`src/rtl/ma_commit_rob.sv`:
```
// ma_commit_rob: in-order commit buffer for multiply-add results returned out of order.
// Define MA_COMMIT_BYPASS_EN to add a zero-latency write path for in-order head results.
module ma_commit_rob #(
  parameter int NUM_ENTRY   = 8,
  parameter int WIDTH_DATA  = 32,
  parameter int WIDTH_ISSUE = 8,
  parameter int WIDTH_DST   = 6
) (
  input  logic                       clock,
  input  logic                       reset,
  input  logic                       I_Alloc,
  input  logic [WIDTH_DST-1:0]       I_Alloc_Dst,
  output logic [WIDTH_ISSUE-1:0]     O_Alloc_No,
  input  logic                       I_Valid,
  input  logic [WIDTH_ISSUE-1:0]     I_Issue_No,
  input  logic [WIDTH_DATA-1:0]      I_Data,
  output logic                       O_We,
  output logic [WIDTH_DST-1:0]       O_WAddr,
  output logic [WIDTH_DATA-1:0]      O_WData,
  input  logic                       I_Grant,
  output logic                       O_Stall,
  output logic                       O_Empty,
  output logic [$clog2(NUM_ENTRY):0] O_Num,
  output logic                       O_Err
);
  localparam int IDX_W = $clog2(NUM_ENTRY);
  localparam int CNT_W = IDX_W + 1;

  typedef enum logic {IDLE, HOLD} state_t;

  state_t                 state_reg;
  logic [WIDTH_ISSUE-1:0] head_reg, tail_reg;
  logic [CNT_W-1:0]       num_reg, num_next;
  logic                   stall_reg, err_reg, we_reg;
  logic [WIDTH_DST-1:0]   waddr_reg;
  logic [WIDTH_DATA-1:0]  wdata_reg;
  logic [NUM_ENTRY-1:0]   done_reg;
  logic [WIDTH_DST-1:0]   dst_mem  [NUM_ENTRY];
  logic [WIDTH_DATA-1:0]  data_mem [NUM_ENTRY];

  logic [IDX_W-1:0]       head_idx, tail_idx, res_idx;
  logic [WIDTH_ISSUE-1:0] res_off;
  logic                   in_window, alloc_ok, res_ok, bypass_hit, commit_ok, res_write;

  assign head_idx  = head_reg[IDX_W-1:0];
  assign tail_idx  = tail_reg[IDX_W-1:0];
  assign res_idx   = I_Issue_No[IDX_W-1:0];
  // Modular distance from head keeps the window check correct across counter wrap.
  assign res_off   = I_Issue_No - head_reg;
  assign in_window = {1'b0, res_off} < (WIDTH_ISSUE+1)'(num_reg);
  assign alloc_ok  = I_Alloc && !stall_reg;
  assign res_ok    = I_Valid && in_window && !done_reg[res_idx];

`ifdef MA_COMMIT_BYPASS_EN
  assign bypass_hit = (state_reg == IDLE) && res_ok && (I_Issue_No == head_reg);
`else
  assign bypass_hit = 1'b0;
`endif

  assign commit_ok = ((state_reg == HOLD) || bypass_hit) && I_Grant;
  // A bypassed result that is granted immediately never lands in the slot.
  assign res_write = res_ok && !(bypass_hit && I_Grant);

  always_comb begin
    num_next = num_reg;
    if (alloc_ok && !commit_ok)
      num_next = num_reg + CNT_W'(1);
    else if (!alloc_ok && commit_ok)
      num_next = num_reg - CNT_W'(1);
  end

  always_ff @(posedge clock or negedge reset) begin
    if (!reset) begin
      state_reg <= IDLE;
      head_reg  <= '0;
      tail_reg  <= '0;
      num_reg   <= '0;
      stall_reg <= 1'b0;
      err_reg   <= 1'b0;
      we_reg    <= 1'b0;
      waddr_reg <= '0;
      wdata_reg <= '0;
      done_reg  <= '0;
    end else begin
      if (alloc_ok) begin
        done_reg[tail_idx] <= 1'b0;
        tail_reg           <= tail_reg + 1'b1;
      end
      if (res_write)
        done_reg[res_idx] <= 1'b1;
      if (commit_ok) begin
        done_reg[head_idx] <= 1'b0;
        head_reg           <= head_reg + 1'b1;
      end
      num_reg   <= num_next;
      stall_reg <= (num_next == CNT_W'(NUM_ENTRY));
      err_reg   <= I_Valid && !res_ok;

      case (state_reg)
        IDLE: begin
          if (bypass_hit && !I_Grant) begin
            state_reg <= HOLD;
            we_reg    <= 1'b1;
            waddr_reg <= dst_mem[head_idx];
            wdata_reg <= I_Data;
          end else if (done_reg[head_idx] && (num_reg != '0)) begin
            state_reg <= HOLD;
            we_reg    <= 1'b1;
            waddr_reg <= dst_mem[head_idx];
            wdata_reg <= data_mem[head_idx];
          end
        end
        HOLD: begin
          if (I_Grant) begin
            state_reg <= IDLE;
            we_reg    <= 1'b0;
          end
        end
        default: state_reg <= IDLE;
      endcase
    end
  end

  always_ff @(posedge clock) begin
    if (alloc_ok)
      dst_mem[tail_idx] <= I_Alloc_Dst;
    if (res_write)
      data_mem[res_idx] <= I_Data;
  end

  assign O_Alloc_No = tail_reg;
  assign O_We       = we_reg || bypass_hit;
  assign O_WAddr    = bypass_hit ? dst_mem[head_idx] : waddr_reg;
  assign O_WData    = bypass_hit ? I_Data : wdata_reg;
  assign O_Stall    = stall_reg;
  assign O_Empty    = (num_reg == '0);
  assign O_Num      = num_reg;
  assign O_Err      = err_reg;

endmodule

```
`config.mk`:
```
export PLATFORM = sky130hd
export DESIGN_NAME = ma_commit_rob
export DESIGN_NICKNAME = d
export VERILOG_FILES = /design/src/rtl/ma_commit_rob.sv
export SDC_FILE = /design/constraint.sdc
export NUM_CORES = 1
export LEC_CHECK = 0
export CORE_UTILIZATION = 25
export CTS_CLUSTER_DIAMETER = 200
export DETAILED_ROUTE_END_ITERATION = 6
export PLACE_DENSITY = 0.47
export SLEW_MARGIN = 20
export SYNTH_ARGS = -nofsm -noshare
export SYNTH_HDL_FRONTEND = slang
export SYNTH_SLANG_ARGS = --single-unit
```
`constraint.sdc`:
```
create_clock -name clock -period 14.7 [get_ports clock]
set_clock_uncertainty 0.05 [all_clocks]
set_input_delay 2.94 -clock clock [delete_from_list [all_inputs] [get_ports clock]]
set_output_delay 2.94 -clock clock [all_outputs]
set_load 0.05 [all_outputs]
```
==> results of run 1 <==
## path summary, 6_finish.rpt
path | slack (ns) | depth (start not counted) | to | startpoint
worst max-delay path | 8.45 | 12 | data_mem[4][6]$_DFFE_PP_ | I_Issue_No[0]
worst min-delay path | 0.43 | 1 | O_Alloc_No[7]$_DFFE_PN0P_ | O_Alloc_No[7]$_DFFE_PN0P_
worst max register to register | 10.55 | 11 | data_mem[4][6]$_DFFE_PP_ | head_reg[0]$_DFFE_PN0P_
worst min register to register | 0.43 | 1 | O_Alloc_No[7]$_DFFE_PN0P_ | O_Alloc_No[7]$_DFFE_PN0P_
max in group asynchronous | 11.26 | 2 | head_reg[2]$_DFFE_PN0P_ | reset
min in group asynchronous | 2.22 | 1 | O_WAddr[4]$_DFFE_PN0P_ | reset
## placed cells by master, fill, tap and decap left out, types with 9 or more instances in the layout
| master | n |
|---|---|
| buf_4 | 19 |
| ha_1 | 15 |
| nand2_1 | 93 |
| inv_1 | 13 |
| dfrtp_1 | 67 |
| nand3_1 | 9 |
| clkdlybuf4s50_1 | 103 |
| nand2b_1 | 12 |
| nor2b_1 | 11 |
| a31oi_1 | 38 |
| clkbuf_16 | 43 |
| edfxtp_1 | 304 |
| mux4_2 | 76 |
| nor2_1 | 57 |
| xnor2_1 | 14 |
## layout make-up
cell class	instances	share of cell area, %
clock buffer	57	6.49
clock inverter	21	1.22
inverter	14	0.287
multi-input combinational	404	20.8
sequential	374	59.5
tap	765	5.23
timing repair buffer	123	6.47
## routing by layer
metal	GRT usage (%)	part of all wire, %	vias up
li1	-	-	3514
met1	16.2	47	4003
met2	18.2	46	147
met3	2.67	4.3	53
met4	3.16	2.0	0
met5	0	0	-
## cells by family after synthesis
group | share of synthesized area (%)
AOI/OAI and AO/OA | 3.83
xor gates and xnor gates | 1.17
adders and majority gates | 1.40
buffers and inverters | 1.53
DFF | 73.3
muxes | 12.1
and+or+nand+nor | 6.70
## power by group through the flow
stage / logic (mW) / clock network [mW] / registers [mW]
2_1_floorplan: 0.508 / 0 / 1.57
3_3_place_gp: 1.08 / 0 / 1.37
3_5_place_dp: 1.08 / 0 / 1.37
4_1_cts: 1.09 / 1.09 / 1.35
5_1_grt: 1.15 / 1.13 / 1.36
6_report: 1.06 / 1.06 / 1.34
## metrics by stage
step                      hold slack [ns]  power (mW)
after floorplan                     0.415        2.08
after global placement              0.415        2.44
after detailed placement            0.423        2.45
after CTS                           0.436        3.52
after global routing                0.458        3.63
final                               0.433        3.46
==> reports/qor.yml, run 1 <==
seq_area_frac_synth_pct: 73.3
ys.flop_type: "edfxtp_1"
swShare_pct: 33.9
drive_above_1_share_pct: 18.4
async_flop_share_pct: 18.7
yosysMostFrequentCell: "edfxtp_1"
fin_crit_ns: 6.25
dp_slack_ns: 7.83
clockRootBuffer: "clkbuf_16"
clkPwrFrac_pct: 30.6
dpl.hpwl_mm: 20.5
critPathCaptureType: "flip-flop"
initial_utilization_pct: 25.5
grt_first_pass_wirelength_mm: 52.5
top_register: "data_mem"
worst_ir_drop_vdd_v: 0.0000826
clock_latency_ns: 0.57
insertedDiodeCount: 0
finalHoldViolations: 0
leakage_nw: 6.06
antenna_left: 0
netlist_instances: 832
wire_per_inst_um: 19.4
die_x_um: 246
cts_sinks: 374
avgSynthCellArea_um2: 17.8
setup.worst_path.class: "in -> reg"
drt_iter0_drc: 372
largest_reg_flops: 256
ioPinCount: 105
num-nets-final: 1026
status: "complete, no violations"
internal_power_mw: 2.28
ys_types: 54
grt_pass1_vias: 8163
power_density_nw_per_um2: 189
io_buffers: 104
seqPwrFrac_pct: 38.8
synth_nets: 899
ys_seq_elements: 374
post-route-period-util_pct: 42.5
antenna_found_initial: 0
layout.cells.non_filler: 1758
yosysWarnings: 0
worstPathCellList: "clkdlybuf4s50_1 > inv_1 > ha_1 > inv_1 > fa_1 > xor2_1 > ha_1 > o21a_1 > a21oi_4 > nand4_4 > nor4_4 > buf_4"
hold_buffers: 0
setup_slack_ns: 8.45
synth_largest_area_cell: "edfxtp_1"
cp_num_buf_inv: 4
grt_max_degree: 57
slew_headroom_pct: 28.2
final.fill_count: 5676
worst_slew_pin_slew_ns: 1.07
postCtsSetupRepairBufs: 0
cp_slowest_cell: "clkdlybuf4s50_1"
slew_violations: 0
power.share.combinational_pct: 30.6
cts_inserted_buffers: 42
drt_wl_total_mm: 34.1
crit_fanout: 33
htreeDepth: 2
grt-ovfl-total: 0
max_freq_ghz: 0.160
critPathMaxStageDelay_ns: 0.56
critPathTopFamily: "buffers and inverters"
regArea_um2: 10900
cts.clk_slew.worst_paths_ns: 0.06
yosys-top-cells-area: "edfxtp_1 (61%), dfrtp_1 (12%), mux4_2 (12%)"
maxCapViolations: 0
synth_area_um2: 14800
fin_util_pct: 31.5
track_usage_pct: 11.7
fin_tns_setup_ns: 0
drtPass1Iterations: 4
multiInputGateArea_um2: 3810
rsz0062_at_grt: "false"
row_count: 88
placed_area_um2: 16900
drc: 0
p_switching_mw: 1.17
worstPathArrival_ns: 6.39
yosysTopAreaCellShare_pct: 61.5
vias: 7717
area_growth_syn_to_layout_pct: 23.3
gp_congestion: 0.715
fin_area_um2: 18300
vias_per_cell: 4.39
place_inst: 1680
cp.required_ns: 14.84
core-area_um2: 58100
ctsResizeCount: 0
synth_edf_count: 304
synth.top_cells.by_count: "edfxtp_1 (304), nand2_1 (93), mux4_2 (76)"
min_path_type: "reg -> reg"
cts_tree: "built"
start_kind: "input port"
fp.dieH_um: 246
design.die.area_um2: 60400
setup_viol: 0
clockBufferDepth: 3
No activity file was read; power rests on OpenSTA's default activity.
==> run 2, diff against run 1 <==
Clock period 14.7 ns to 6.1 ns, I/O delays scaled along.
==> run 2 against run 1 <==
Compared with the run above:
- critical path depth shrank 1
- power grew 140%
- first-iteration DRC count grew 21%
- sequential power grew 140%
- combinational power grew 140%
- die area is the same
- largest cell class unchanged
- largest power group unchanged
==> reports/qor.yml, run 2 (synthesized netlist as in run 1, its figures left out) <==
drc: 0  # unchanged
vias_per_cell: 4.39  # about the same
top_register: "data_mem"  # unchanged
grt_pass1_vias: 8299  # was 8163
ioPinCount: 105  # unchanged
grt-ovfl-total: 0  # unchanged
gp_congestion: 0.732  # was 0.715
grt_first_pass_wirelength_mm: 52.3  # was 52.5 mm
slew_headroom_pct: 27.9  # was 28.2%
cts_inserted_buffers: 42  # unchanged
area_growth_syn_to_layout_pct: 22.8  # was 23.3%
antenna_left: 0  # unchanged
rsz0062_at_grt: "false"  # unchanged
cp.required_ns: 6.24  # was 14.84 ns
final.fill_count: 5701  # was 5676
min_from: "O_Alloc_No[7]$_DFFE_PN0P_"  # unchanged
start_kind: "input port"  # unchanged
fin_crit_ns: 4.54
finalHoldViolations: 0  # unchanged
max_freq_ghz: 0.220
maxCapViolations: 0  # unchanged
total_power_mw: 8.23  # was 3.46 mW
post-route-period-util_pct: 74.5
htreeDepth: 2  # unchanged
worst_ir_drop_vdd_v: 0.000280  # was 0.0000826 V
cts_tree: "built"  # unchanged
postCtsSetupRepairBufs: 0  # unchanged
drtPass1Iterations: 5  # was 4
drive_above_1_share_pct: 18.2  # was 18.4%
antenna_found_initial: 0  # unchanged
vias: 7712  # was 7717
setup_viol: 0  # unchanged
io_buffers: 104  # unchanged
fp.dieH_um: 246  # unchanged
cts_sinks: 374  # unchanged
status: "complete, no violations"  # unchanged
die_x_um: 246  # unchanged
worstPathCellList: "clkdlybuf4s50_1 > inv_1 > ha_1 > inv_1 > fa_1 > ha_1 > a211o_1 > a21oi_4 > nand4_4 > nor4_4 > buf_4"  # was clkdlybuf4s50_1 > inv_1 > ha_1 > inv_1 > fa_1 > xor2_1 > ha_1 > o21a_1 > a21oi_4 > nand4_4 > nor4_4 > buf_4
placed_area_um2: 16900  # about the same
fin_tns_setup_ns: 0  # unchanged
critPathMaxStageDelay_ns: 0.64  # was 0.56 ns
clockRootBuffer: "clkbuf_16"  # unchanged
cts.clk_slew.worst_paths_ns: 0.05  # was 0.06 ns
drt_wl_total_mm: 34.2  # was 34.1 mm
crit_fanout: 33  # unchanged
largest_reg_flops: 256  # unchanged
fin_util_pct: 31.4  # was 31.5%
hold_buffers: 0  # unchanged
r2r_cells: 9  # was 11
reg2reg_from: "head_reg[0]$_DFFE_PN0P_"  # unchanged
leakage_nw: 6.01  # was 6.06 nW
slew_violations: 0  # unchanged
ctsResizeCount: 0  # unchanged
initial_utilization_pct: 25.5  # unchanged
critPathCaptureType: "flip-flop"  # unchanged
final_cell_mix: "edfxtp_1 (304), clkdlybuf4s50_1 (103), nand2_1 (93), mux4_2 (76), dfrtp_1 (67)"  # unchanged
insertedDiodeCount: 0  # unchanged
whs_path_depth: 1  # unchanged
core-area_um2: 58100  # unchanged
worstPathArrival_ns: 4.68  # was 6.39 ns
grt_max_degree: 67  # was 57
num-nets-final: 1025  # was 1026
clockBufferDepth: 3  # unchanged
holdWs_ns: 0.431  # was 0.433 ns
track_usage_pct: 11.6  # was 11.7%
min_path_type: "reg -> reg"  # unchanged
row_count: 88  # unchanged
crit_start: "I_Issue_No[0]"  # unchanged
layout_commonest_cell: "edfxtp_1"  # unchanged
setup.worst_path.class: "in -> reg"  # unchanged
drt_iter0_drc: 451  # was 372
fin_area_um2: 18200  # was 18300 um^2
dpl.hpwl_mm: 20.4  # was 20.5 mm
wire_per_inst_um: 19.5  # was 19.4 um
design.die.area_um2: 60400  # unchanged
power_density_nw_per_um2: 451  # was 189 nW/um^2
worst_slew_pin_slew_ns: 1.08  # was 1.07 ns
cp_slowest_cell: "clkdlybuf4s50_1"  # unchanged
clock_latency_ns: 0.58  # was 0.57 ns
==> run 2: cell count changes in the layout (fill, tap and decap cells not counted) <==
| cell | previous run | this run |
|---|---|---|
| clkinv_2 | 6 | 8 |
| buf_4 | 19 | 18 |
| clkbuf_1 | 8 | 10 |
| clkinvlp_4 | 1 | 4 |
| buf_12 | 0 | 1 |
| clkinv_1 | 7 | 6 |
| buf_6 | 1 | 0 |
| inv_6 | 1 | 2 |
| clkbuf_16 | 43 | 42 |
| clkbuf_8 | 6 | 0 |
| inv_8 | 1 | 0 |
==> run 2: layer usage <==
metal | part of all wire (%) | GRT usage, % | vias up
met5 | 0 | 0 | -
met3 | 4.0 | 2.34 | 49
met4 | 2.2 | 3.87 | 0
met1 | 46 | 15.4 | 4008
li1 | - | - | 3510
met2 | 48 | 18.9 | 145
==> run 2: worst paths after layout <==
check	endpoint	slack, ns
worst max-delay path	data_mem[4][23]$_DFFE_PP_	1.56
worst min-delay path	O_Alloc_No[7]$_DFFE_PN0P_	0.43
worst max register to register	O_WData[6]$_DFFE_PN0P_	2.29
worst min register to register	O_Alloc_No[7]$_DFFE_PN0P_	0.43
max in group asynchronous	head_reg[2]$_DFFE_PN0P_	4.33
min in group asynchronous	O_WData[5]$_DFFE_PN0P_	0.52
==> run 2: stage by stage <==
| step | std cells | setup WS (ns) |
|---|---|---|
| 6_report | 1756 | 1.56 |
| 5_1_grt | 1756 | 1.32 |
| 4_1_cts | 1756 | 1.55 |
| 3_5_place_dp | 1679 | 0.949 |
| 3_3_place_gp | 1679 | 1.05 |
| 2_1_floorplan | 832 | 0.501 |
==> run 2: area by class of cell <==
type,count,area [um^2],share of cell area [%]
clock buffers,52,1090,5.97
repair buffers,122,1190,6.50
multi-input cells,404,3810,20.9
well taps,765,957,5.25
inverters,14,52.6,0.288
clock inverters,25,250,1.37
flip-flops and latches,374,10900,59.7
==> run 2: critical path, delay by kind of cell <==
kind | cells | cell delay, ns
compound gates | 2 | 0.46
fa+ha+maj | 3 | 0.93
buf+inv | 4 | 1.38
simple gates | 2 | 0.66
==> run 2: report_power, final <==
part           total, mW  internal [mW]  leakage [nW]  switching [mW]
clock               2.44           1.41         0.643            1.03
combinational       2.56          0.978          1.76            1.58
sequential          3.23           3.02          3.60           0.205
